File: src/rtl/fetch_queue_if.sv
// Handshake bundle between fetch (producer), the fetch queue and decode (consumer).
// The slave modport is the queue's view; master is the surrounding pipeline's view.
interface fetch_queue_if #(
    parameter int DEPTH  = 4,
    parameter int INSN_W = 32,
    parameter int PC_W   = 32
);
    localparam int CNT_W = $clog2(DEPTH + 1);

    logic              push_valid;
    logic              push_ready;
    logic [INSN_W-1:0] push_insn;
    logic [PC_W-1:0]   push_pc;
    logic              pop_valid;
    logic              pop_ready;
    logic [INSN_W-1:0] pop_insn;
    logic [PC_W-1:0]   pop_pc;
    logic [CNT_W-1:0]  count;

    modport master (
        output push_valid, push_insn, push_pc, pop_ready,
        input  push_ready, pop_valid, pop_insn, pop_pc, count
    );

    modport slave (
        input  push_valid, push_insn, push_pc, pop_ready,
        output push_ready, pop_valid, pop_insn, pop_pc, count
    );
endinterface

File: src/rtl/fetch_queue.sv
// Circular instruction fetch buffer between imem and decode; state updates on the falling clock edge.
// Define FETCH_QUEUE_BYPASS_EN to forward a push straight to pop_* when the queue is empty.
module fetch_queue #(
    parameter int DEPTH  = 4,
    parameter int INSN_W = 32,
    parameter int PC_W   = 32
) (
    input  logic          clock_i,
    input  logic          reset_i,
    input  logic          flush_i,
    fetch_queue_if.slave  q
);
    localparam int CNT_W = $clog2(DEPTH + 1);
    localparam int PTR_W = $clog2(DEPTH);

    logic [INSN_W-1:0] insn_mem [DEPTH];
    logic [PC_W-1:0]   pc_mem   [DEPTH];

    logic [PTR_W-1:0] rd_ptr_q, rd_ptr_d;
    logic [PTR_W-1:0] wr_ptr_q, wr_ptr_d;
    logic [CNT_W-1:0] count_q, count_d;

    logic full;
    logic empty;
    logic bypass;
    logic wr_en;
    logic rd_en;

    assign full  = (count_q == CNT_W'(DEPTH));
    assign empty = (count_q == '0);

    // Ready depends only on occupancy, so a pop can never make room for a same-edge push.
    assign q.push_ready = ~full;

`ifdef FETCH_QUEUE_BYPASS_EN
    assign bypass = empty & q.push_valid & ~flush_i;
`else
    assign bypass = 1'b0;
`endif

    assign q.pop_valid = ~empty | bypass;
    assign q.count     = count_q;

    always_comb begin
        q.pop_insn = '0;
        q.pop_pc   = '0;
        if (!empty) begin
            q.pop_insn = insn_mem[rd_ptr_q];
            q.pop_pc   = pc_mem[rd_ptr_q];
        end else if (bypass) begin
            q.pop_insn = q.push_insn;
            q.pop_pc   = q.push_pc;
        end
    end

    // A forwarded word taken by decode on the same edge never touches storage.
    assign wr_en = q.push_valid & ~full & ~flush_i & ~(bypass & q.pop_ready);
    assign rd_en = ~empty & q.pop_ready & ~flush_i;

    always_comb begin
        rd_ptr_d = rd_ptr_q;
        wr_ptr_d = wr_ptr_q;
        count_d  = count_q;
        if (flush_i) begin
            rd_ptr_d = '0;
            wr_ptr_d = '0;
            count_d  = '0;
        end else begin
            if (wr_en) wr_ptr_d = wr_ptr_q + PTR_W'(1);
            if (rd_en) rd_ptr_d = rd_ptr_q + PTR_W'(1);
            count_d = count_q + CNT_W'(wr_en) - CNT_W'(rd_en);
        end
    end

    always_ff @(negedge clock_i or negedge reset_i) begin
        if (!reset_i) begin
            rd_ptr_q <= '0;
            wr_ptr_q <= '0;
            count_q  <= '0;
        end else begin
            rd_ptr_q <= rd_ptr_d;
            wr_ptr_q <= wr_ptr_d;
            count_q  <= count_d;
        end
    end

    // Entry storage is not reset; occupancy alone decides what is visible.
    always_ff @(negedge clock_i) begin
        if (wr_en) begin
            insn_mem[wr_ptr_q] <= q.push_insn;
            pc_mem[wr_ptr_q]   <= q.push_pc;
        end
    end
endmodule

File: src/flat_wrapper.sv
// flat-port wrapper written by rule: the top's interface ports become plain ports
module fetch_queue_flat 
#(
    parameter int DEPTH  = 4,
    parameter int INSN_W = 32,
    parameter int PC_W   = 32
)
  (clock_i, reset_i, flush_i, q_push_valid, q_push_insn, q_push_pc, q_pop_ready, q_push_ready, q_pop_valid, q_pop_insn, q_pop_pc, q_count);
  fetch_queue_if #(.DEPTH(DEPTH), .INSN_W(INSN_W), .PC_W(PC_W)) q_i ();
  input  logic clock_i;
  input  logic reset_i;
  input  logic flush_i;
  input wire logic [$bits(q_i.push_valid)-1:0] q_push_valid;
  input wire logic [$bits(q_i.push_insn)-1:0] q_push_insn;
  input wire logic [$bits(q_i.push_pc)-1:0] q_push_pc;
  input wire logic [$bits(q_i.pop_ready)-1:0] q_pop_ready;
  output wire logic [$bits(q_i.push_ready)-1:0] q_push_ready;
  output wire logic [$bits(q_i.pop_valid)-1:0] q_pop_valid;
  output wire logic [$bits(q_i.pop_insn)-1:0] q_pop_insn;
  output wire logic [$bits(q_i.pop_pc)-1:0] q_pop_pc;
  output wire logic [$bits(q_i.count)-1:0] q_count;
  assign q_i.push_valid = q_push_valid;
  assign q_i.push_insn = q_push_insn;
  assign q_i.push_pc = q_push_pc;
  assign q_i.pop_ready = q_pop_ready;
  assign q_push_ready = q_i.push_ready;
  assign q_pop_valid = q_i.pop_valid;
  assign q_pop_insn = q_i.pop_insn;
  assign q_pop_pc = q_i.pop_pc;
  assign q_count = q_i.count;
  fetch_queue #(.DEPTH(DEPTH), .INSN_W(INSN_W), .PC_W(PC_W)) u_core (.clock_i(clock_i), .reset_i(reset_i), .flush_i(flush_i), .q(q_i));
endmodule
File: config.mk
export PLATFORM = sky130hd
export DESIGN_NAME = fetch_queue_flat
export DESIGN_NICKNAME = d
export VERILOG_FILES = /design/src/rtl/fetch_queue_if.sv /design/src/rtl/fetch_queue.sv /design/src/flat_wrapper.sv
export SDC_FILE = /design/constraint.sdc
export NUM_CORES = 1
export LEC_CHECK = 0
export CORE_MARGIN = 2
export CORE_UTILIZATION = 45
export DETAILED_ROUTE_END_ITERATION = 10
export PLACE_DENSITY = 0.72
export SYNTH_ARGS = -nofsm -noshare
export SYNTH_HDL_FRONTEND = slang
export SYNTH_SLANG_ARGS = --single-unit
File: constraint.sdc
create_clock -name clock_i -period 3 [get_ports clock_i]
set_clock_uncertainty 0.15 [all_clocks]
set_input_delay 0.45 -clock clock_i [delete_from_list [all_inputs] [get_ports clock_i]]
set_output_delay 0.45 -clock clock_i [all_outputs]
set_load 0.03 [all_outputs]
==> results of run 1 <==
[power breakdown]
| part | internal (uW) | leakage (uW) | switching (uW) |
|---|---|---|---|
| logic | 2960 | 0.00195 | 2590 |
| clock network | 2640 | 0.00184 | 2280 |
| registers | 4280 | 0.00242 | 61.8 |
| total | 9880 | 0.00621 | 4930 |
[cell usage in the layout (no fill, tap or decap), types with 2 or more instances in the layout]
cell             count
and2_4              68
clkinv_4             2
buf_4               27
clkbuf_16           32
buf_6               77
buf_16               3
edfxtp_1           256
buf_2                4
nand2b_1             2
ha_1                 4
clkinvlp_2           8
inv_4                2
bufinv_16            5
clkdlybuf4s50_1     65
inv_1              265
buf_12              24
mux4_2              64
buf_8                2
inv_2                3
nor2_1               5
xor2_1               2
dfrtn_1              7
ha_4                 2
[final timing paths]
path,slack [ns],cells after the start,to,from
worst max register to register,0.45,13,u_core.q.count[2]$_DFF_NN0_,u_core.q.count[2]$_DFF_NN0_
worst min-delay path,0.42,2,u_core.wr_ptr_q[1]$_DFFE_NN0P_,u_core.wr_ptr_q[1]$_DFFE_NN0P_
min in group asynchronous,1.42,1,u_core.q.count[0]$_DFF_NN0_,reset_i
worst max-delay path,-1.30,6,q_pop_insn[18],u_core.rd_ptr_q[0]$_DFFE_NN0P_
worst min register to register,0.42,2,u_core.wr_ptr_q[1]$_DFFE_NN0P_,u_core.wr_ptr_q[1]$_DFFE_NN0P_
max in group asynchronous,0.99,1,u_core.rd_ptr_q[1]$_DFFE_NN0P_,reset_i
[routing by layer]
metal  wire length, um  up-vias  part of all wire  GRT usage
li1                  -     2774                 -          -
met1              8920     3030              0.40      0.213
met2             11600      220              0.52      0.307
met3              1460       40             0.065     0.0753
met4               346        4             0.016     0.0877
met5                26        -            0.0012          0
[logic make-up after synthesis]
kind of cell	count (synthesis)
buffers and inverters	30
muxes	65
DFF	263
AOI/OAI and AO/OA	4
and+or+nand+nor	83
adders and majority gates	7
xor gates and xnor gates	3
[flip-flops by register name (all words and copies together) (netlist names)]
name	flops
u_core.insn_mem	128
u_core.pc_mem	128
u_core.q.count	3
u_core.rd_ptr_q	2
u_core.wr_ptr_q	2
[area by class of cell]
type	instances	area, um2	area share
Inverter	7	28.8	0.00193
Tap cell	280	350	0.0234
Clock inverter	279	1210	0.0807
Sequential cell	263	7860	0.526
Clock buffer	29	726	0.0486
Multi-Input combinational cell	162	2360	0.158
Timing Repair Buffer	206	2420	0.162
[what timing repair did]
item	4_1_cts	5_1_grt
setup buffers	10	14
hold buffers	0	0
endpoints found under the setup margin	328	71
resized for setup	372	119
gates cloned	3	3
pin swaps	11	40
[through the flow]
stage                     worst slack [ns]  instances   util
final                                -1.30       1226  0.681
after detailed placement             -1.17        893  0.570
after CTS                            -1.40       1213  0.667
after floorplan                     -0.559        455      -
after global routing                 -1.35       1226  0.681
after global placement               -1.17        893  0.570
[critical path, cell delays in order (launching register included)]
cell	delay, ns
dfrtn_1	0.46
buf_12	0.18
buf_16	0.13
buf_4	0.11
mux4_2	0.48
and2_4	0.16
buf_6	0.13
==> results.tsv, run 1 <==
stage	metric	value	unit
critical_path	cp-start-kind	flop	
timing	rsz0062_at_grt	yes	
clock_network	cts_tree	done	
logic_synthesis	syn_avg_cell_area	22.3	um2
floorplan	die_area	0.0237	mm2
placed_design	dp_hpwl	12800	um
critical_path	crit_type	flop to output pin	
run	maxCapViolations	0	
route	drtIter0Drc	233	
logic_synthesis	synth_fa_ha_area_frac	0.00939	
logic_synthesis	netlist_area	0.0101	mm2
clock_network	clock_sinks	263	
critical_path	required	2.40	ns
logic_synthesis	synth_largest_area_cell	edfxtp_1	
logic_synthesis	ys_top_cells_by_count	edfxtp_1, and2_1, mux4_2, clkbuf_1	
timing	max-slew-margin-rel	0.737	
floorplan	pin_count	138	
clock_network	clk_pin_slew	0.05	ns
floorplan	chipWidth	154	um
status	outcome	finished with violations	
floorplan	num_rows	54	
route	via_per_inst	4.95	
logic_synthesis	synth_top_cells_by_area	edfxtp_1, mux4_2, and2_1	
clock_network	cts_buffers	29	
cells_and_area	finalNetCount	1001	
critical_path	critPathMaxFanout	6	
route	wl_per_cell	18.2	um
logic_synthesis	netlist-cell-type-count	22	
clock_network	cts_buffer_depth	3	
logic_synthesis	synth_top_family_by_area	multiplexers	
placed_design	gp_congestion	0.721	
clock_network	h-tree-depth	1	
logic_synthesis	synth_seq_cells	263	
route	drc_errors	0	
placed_design	postPlaceCellArea	0.0125	mm2
logic_synthesis	synth-warning-count	0	
logic_synthesis	synthSimpleGateAreaFrac	0.0497	
logic_synthesis	synth_edf_count	256	
timing	finalHoldViolations	0	
pwr	power.leakage	0.00621	uW
route	dr.pass1.iters	4	
placed_design	port_buffers	137	
grt	grt_max_degree	37	
timing	max_slew.worst_pin.slew	0.390	ns
clock_network	cts-root-buf	clkbuf_16	
pwr	ir_drop	0.000552	V
route	wl	22300	um
clock_network	clkLatencyLatePin	0.54	ns
logic_synthesis	synth_nets	531	
grt	grt_pass1_vias	7039	
pwr	power.density	990	mW/mm2
cells_and_area	layout-drive-gt1-share	0.350	
hold_path	min-delay-path-class	flop to flop	
grt	grt_usage	0.186	
critical_path	worst_ep_arrival_time	3.70	ns
logic_synthesis	synthMostInstantiatedCell	edfxtp_1	
logic_synthesis	async_flop_share	0.0266	
critical_path	endpoint_kind	output pin	
timing	whs	0.416	ns
logic_synthesis	synthXorXnorAreaFrac	0.00260	
route	vias	6068	
logic_synthesis	synth_top_area_share	0.759	
floorplan	core_area	0.0220	mm2
route	ant_nets	0	
grt	antenna_found_initial	2	
timing	fin_setup_tns	-82.09	ns
grt	overflow	0	
floorplan	initial_core_util	0.461	
cells_and_area	diodes	0	
logic_synthesis	ys.flop_type	edfxtp_1	
timing	slew_viol_final	0	
floorplan	die_y	154	um
timing	setup_violations	70	
logic_synthesis	yosys-mux-area-fraction	0.143	
status	violations	negative setup slack	
cells_and_area	fillers	1485	
cells_and_area	fin_area	0.0149	mm2
timing	fin_ws	-1.30	ns
cells_and_area	area_growth	47.6	%
grt	grt_pass1_wl	34200	um
logic_synthesis	yosysSeqAreaShare	0.777	
pwr	total_power	14800	uW
logic_synthesis	syn_inst	455	
logic_synthesis	synth_compound_area_frac	0.00260	
Power figures use the tool's default switching activity.
==> run 2: changes to the inputs <==
--- a/config.mk
+++ b/config.mk
@@ -7,3 +7,3 @@
 export LEC_CHECK = 0
-export CORE_MARGIN = 2
+export CORE_MARGIN = 4
 export CORE_UTILIZATION = 45
==> constraint.sdc (replaced) <==
create_clock -name clock_i -period 3 [get_ports clock_i]
set_clock_uncertainty 0.15 [all_clocks]
set_input_delay 0.6 -clock clock_i [delete_from_list [all_inputs] [get_ports clock_i]]
set_output_delay 0.6 -clock clock_i [all_outputs]
set_load 0.03 [all_outputs]
==> results.tsv, run 2 (same netlist as run 1, synthesis figures left out) <==
stage	metric	value	unit	change
clock_network	clk_pin_slew	0.05	ns	about the same
timing	setup_violations	322		+360%
hold_path	min-delay-path-class	flop to flop		
cells_and_area	diodes	0		unchanged
critical_path	cp-start-kind	flop		
route	dr.pass1.iters	5		+1
clock_network	postCtsHoldBufs	0		unchanged
critical_path	critPathMaxFanout	6		unchanged
grt	grt_usage	0.217		+0.0313
critical_path	endpoint_kind	output pin		
route	drc_errors	0		unchanged
status	outcome	finished with violations		
pwr	power.leakage	0.00658	uW	+6.0%
clock_network	clkLatencyLatePin	0.52	ns	-0.02 ns
floorplan	die_area	0.0250	mm2	+5.3%
pwr	power.density	945	mW/mm2	-4.5%
cells_and_area	area_growth	56.4	%	
grt	grt_pass1_wl	40300	um	+18%
floorplan	initial_core_util	0.461		unchanged
grt	grt_pass1_vias	7444		+5.8%
timing	finalHoldViolations	0		unchanged
critical_path	required	2.25	ns	-0.15 ns
floorplan	num_rows	54		unchanged
clock_network	cts_buffer_depth	3		unchanged
timing	rsz0062_at_grt	yes		
floorplan	die_y	158	um	+2.6%
placed_design	port_buffers	137		unchanged
timing	max_slew.worst_pin.slew	0.596	ns	+0.206 ns
placed_design	gp_congestion	0.741		+2.8%
grt	overflow	0		unchanged
grt	grt_max_degree	46		+24%
floorplan	chipWidth	158	um	+2.6%
route	wl	26700	um	+20%
clock_network	clock_sinks	263		unchanged
route	via_per_inst	5.09		+2.9%
cells_and_area	final_util	0.721		+0.0403
run	maxCapViolations	0		unchanged
timing	fin_ws	-1.44	ns	-0.147 ns
clock_network	cts_buffers	28		-3.4%
critical_path	crit_type	flop to output pin		
pwr	ir_drop	0.000658	V	+19%
timing	max-slew-margin-rel	0.597		-0.139
route	vias	6441		+6.1%
cells_and_area	layout-drive-gt1-share	0.375		+0.0247
status	violations	negative setup slack		
cells_and_area	final_cell_mix	inv_1, edfxtp_1, buf_6, and2_4, clkdlybuf4s50_1		
floorplan	pin_count	138		unchanged
route	ant_nets	0		unchanged
grt	antenna_found_initial	0		-2
route	wl_per_cell	21.1	um	+16%
critical_path	worst_ep_arrival_time	3.69	ns	about the same
clock_network	h-tree-depth	1		unchanged
cells_and_area	layout_commonest_cell	inv_1		
clock_network	cts-root-buf	clkbuf_16		
cells_and_area	finalNetCount	1040		+3.9%
clock_network	cts_tree	done		
timing	fin_setup_tns	-118.05	ns	-35.96 ns
route	drtIter0Drc	455		+95%
placed_design	dp_hpwl	12600	um	-0.92%
floorplan	core_area	0.0220	mm2	unchanged
timing	slew_viol_final	0		unchanged
==> run 2: changes by cell type in the layout (fill, tap and decap cells not counted), sizes merged <==
cell / change
and2: +1
inv: +2
dlygate4sd2: -1
buf: +41
clkbuf: -1
clkinvlp: -2
clkinv: -1
==> run 2: metrics by stage <==
| stage | area, um2 | hold WS (ns) | total power [uW] | instances | setup WS (ns) |
|---|---|---|---|---|---|
| after floorplan | 10400 | 0.376 | 8080 | 455 | -0.709 |
| after global placement | 12400 | 0.393 | 9590 | 890 | -1.28 |
| after detailed placement | 12400 | 0.416 | 9630 | 890 | -1.30 |
| after CTS | 16000 | 0.427 | 15200 | 1272 | -1.48 |
| after global routing | 15800 | 0.456 | 15900 | 1265 | -1.52 |
| final | 15800 | 0.428 | 15000 | 1265 | -1.44 |
==> run 2: routing by layer <==
layer | global-route usage | wire length, um | vias to the layer above | part of all wire
met3 | 0.0776 | 2050 | 35 | 0.077
li1 | - | - | 2872 | -
met2 | 0.360 | 13700 | 302 | 0.51
met5 | 0 | 0 | - | 0
met1 | 0.268 | 10500 | 3232 | 0.39
met4 | 0.0747 | 365 | 0 | 0.014
==> run 2: path summary, 6_finish.rpt <==
path	endpoint	startpoint	slack, ns	depth (start not counted)
min in group asynchronous	u_core.wr_ptr_q[1]$_DFFE_NN0P_	reset_i	1.60	1
hold reg to reg	u_core.wr_ptr_q[1]$_DFFE_NN0P_	u_core.wr_ptr_q[1]$_DFFE_NN0P_	0.43	2
max in group asynchronous	u_core.rd_ptr_q[0]$_DFFE_NN0P_	reset_i	0.80	1
setup reg to reg	u_core.q.count[2]$_DFF_NN0_	u_core.q.count[2]$_DFF_NN0_	0.59	12
hold / removal	u_core.wr_ptr_q[1]$_DFFE_NN0P_	u_core.wr_ptr_q[1]$_DFFE_NN0P_	0.43	2
setup / recovery	q_pop_insn[20]	u_core.rd_ptr_q[0]$_DFFE_NN0P_	-1.44	6
==> run 2: area by class of cell <==
| class | count | area [um2] |
|---|---|---|
| Clock inverter | 278 | 1200 |
| Sequential cell | 263 | 7860 |
| Timing Repair Buffer | 245 | 3300 |
| Tap cell | 280 | 350 |
| Clock buffer | 29 | 726 |
| Multi-Input combinational cell | 163 | 2370 |
| Inverter | 7 | 28.8 |
| Fill cell | 1337 | 6130 |
==> run 2: repair_timing <==
item / in CTS / in global routing
cloned: 31 / 1
pin swaps: 27 / 8
setup buffers: 47 / 18
endpoints found under the setup margin: 328 / 327
resized for setup: 510 / 53
==> run 2: report_power, final <==
part           total [uW]  switching, uW  internal (uW)
clock network        4950           2320           2640
logic                5670           2670           3000
registers            4350           63.7           4280
total               15000           5050           9920
==> run 2: worst max-delay path, stage by stage, from the launching register on <==
cell and delay (ns):
dfrtn_1 0.43, buf_6 0.17, buf_12 0.15, buf_6 0.10, mux4_2 0.50, and2_4 0.18
buf_6 0.13
==> run 3: changes to the inputs <==
- ABC_CLOCK_PERIOD_IN_PS: unset -> 3000
- MAX_ROUTING_LAYER: unset -> met4
==> results.tsv, run 3 (same netlist as run 1, synthesis figures left out) <==
stage	metric	value	unit	change
floorplan	initial_core_util	0.461		unchanged
pwr	ir_drop	0.000653	V	-0.72%
critical_path	endpoint_kind	output pin		
pwr	seqPwrFrac	0.290		about the same
route	drc_errors	0		unchanged
critical_path	rrSetupSlack	0.58	ns	about the same
clock_network	cts_tree	done		
clock_network	clock_sinks	263		unchanged
hold_path	min_from	u_core.wr_ptr_q[1]$_DFFE_NN0P_		
route	wl_per_cell	21.2	um	+0.45%
critical_path	cp-start-kind	flop		
critical_path	max_stage_delay	0.50	ns	about the same
route	dr.pass1.iters	5		unchanged
critical_path	crit_chain	buf_6 -> buf_12 -> buf_6 -> mux4_2 -> and2_4 -> buf_6		
floorplan	core_area	0.0220	mm2	unchanged
grt	overflow	0		unchanged
timing	fin_ws	-1.45	ns	-0.00279 ns
floorplan	num_rows	54		unchanged
grt	grt_usage	0.224		+0.00676
placed_design	preCtsSetupSlack	-1.30	ns	unchanged
floorplan	die_y	158	um	unchanged
timing	slew_viol_final	0		unchanged
critical_path	path_common_cell	buf_6		
pwr	power.leakage	0.00658	uW	about the same
floorplan	die_area	0.0250	mm2	unchanged
pwr	p_clk_frac	0.331		about the same
clock_network	cts_buffer_depth	3		unchanged
floorplan	pin_count	138		unchanged
clock_network	cts-root-buf	clkbuf_16		
grt	grt_pass1_vias	7423		-0.28%
critical_path	ff2ff_path_depth	12		unchanged
critical_path	critPathMaxFanout	6		unchanged
clock_network	clkLatencyLatePin	0.52	ns	about the same
cells_and_area	area_growth	56.4	%	about the same
floorplan	chipWidth	158	um	unchanged
critical_path	critPathSlowestCell	mux4_2		
route	vias	6428		-0.20%
critical_path	crit_path_start	u_core.rd_ptr_q[0]$_DFFE_NN0P_		
route	via_per_inst	5.08		-0.28%
critical_path	rr_endpoint	u_core.q.count[2]$_DFF_NN0_		
pwr	power.density	946	mW/mm2	about the same
pwr	comb_power_share	0.379		about the same
pwr	cell_internal_pwr	9920	uW	about the same
placed_design	gp_congestion	0.750		+1.3%
cells_and_area	final_cell_mix	inv_1, edfxtp_1, buf_6, and2_4, clkdlybuf4s50_1		
clock_network	clk_pin_slew	0.05	ns	about the same
timing	max_slew.worst_pin.slew	0.599	ns	+0.00261 ns
timing	setup_violations	322		unchanged
clock_network	cts_buffers	28		unchanged
critical_path	crit_type	flop to output pin		
route	drtIter0Drc	402		-12%
grt	antenna_found_initial	0		unchanged
placed_design	port_buffers	137		unchanged
status	violations	negative setup slack		
cells_and_area	layout_commonest_cell	inv_1		
grt	grt_max_degree	46		unchanged
cells_and_area	finalNetCount	1040		unchanged
hold_path	min-delay-path-class	flop to flop		
critical_path	required	2.25	ns	about the same
timing	rsz0062_at_grt	yes		
placed_design	dp_hpwl	12600	um	unchanged
critical_path	r2r_start	u_core.q.count[2]$_DFF_NN0_		
status	outcome	finished with violations		
timing	finalHoldViolations	0		unchanged
timing	max-slew-margin-rel	0.596		-0.00176
critical_path	worst_ep_arrival_time	3.70	ns	about the same
cells_and_area	layout-drive-gt1-share	0.375		unchanged
route	ant_nets	0		unchanged
pwr	switching_share	0.338		+0.000561
timing	whs	0.439	ns	+0.0110 ns
route	wl	26800	um	+0.52%
run	maxCapViolations	0		unchanged
grt	grt_pass1_wl	40400	um	+0.26%
critical_path	crit_end	q_pop_insn[20]		
pwr	p_switching	5060	uW	+0.24%
clock_network	h-tree-depth	1		unchanged
==> run 3: power by group through the flow <==
stage                     Clock [uW]  Sequential (uW)  Combinational (uW)
after CTS                       5030             4340                5770
after global placement           507             4370                4710
after floorplan                  507             4420                3150
after global routing            5610             4350                5960
after detailed placement         507             4380                4740
final                           4960             4350                5670
==> run 3: what timing repair did <==
action | 4_1_cts | 5_1_grt
gates resized for setup | 510 | 53
cloned | 31 | 1
pin swaps | 27 | 8
setup endpoints to repair | 328 | 327
buffers inserted | 47 | 17
hold buffers | 0 | 0
==> run 3: routing by layer <==
layer,track usage,wire length [um],vias to the layer above
met5,-,0,-
met4,0.0686,214,0
met3,0.0741,2040,23
met2,0.359,13900,286
met1,0.274,10700,3247
li1,-,-,2872
==> run 3: worst min-delay path by stage <==
stage / cells past startpoint / slack, ns / endpoint
floorplan: 2 / 0.38 / u_core.wr_ptr_q[1]$_DFFE_NN0P_
global placement: 2 / 0.39 / u_core.wr_ptr_q[1]$_DFFE_NN0P_
detailed placement: 2 / 0.42 / u_core.wr_ptr_q[1]$_DFFE_NN0P_
CTS: 2 / 0.43 / u_core.wr_ptr_q[1]$_DFFE_NN0P_
global route: 2 / 0.48 / u_core.wr_ptr_q[1]$_DFFE_NN0P_
finish: 2 / 0.44 / u_core.wr_ptr_q[1]$_DFFE_NN0P_
==> run 3: per-stage QoR <==
stage	area (um2)	cells	total power, uW	setup TNS [ns]	utilization
CTS	16000	1272	15200	-121.90	0.729
finish	15800	1266	15000	-118.59	0.721
global route	15800	1265	15900	-123.43	0.721
global placement	12400	890	9590	-331.34	0.564
floorplan	10400	455	8080	-191.48	-
detailed placement	12400	890	9630	-342.51	0.564
==> run 3: worst max-delay path: cells and delay by family, from the launching register on <==
family | cells | cell delay [ns]
buf+inv | 4 | 0.55
mux | 1 | 0.50
flops | 1 | 0.43
simple gates | 1 | 0.18
==> run 3: final cells by class <==
class | count | area (um2)
antenna | 1 | 2.50
clock buffer | 29 | 726
clock inverter | 278 | 1200
fill | 1341 | 6130
inverter | 7 | 28.8
multi-input combinational | 163 | 2370
sequential | 263 | 7860
tap | 280 | 350
timing repair buffer | 245 | 3300
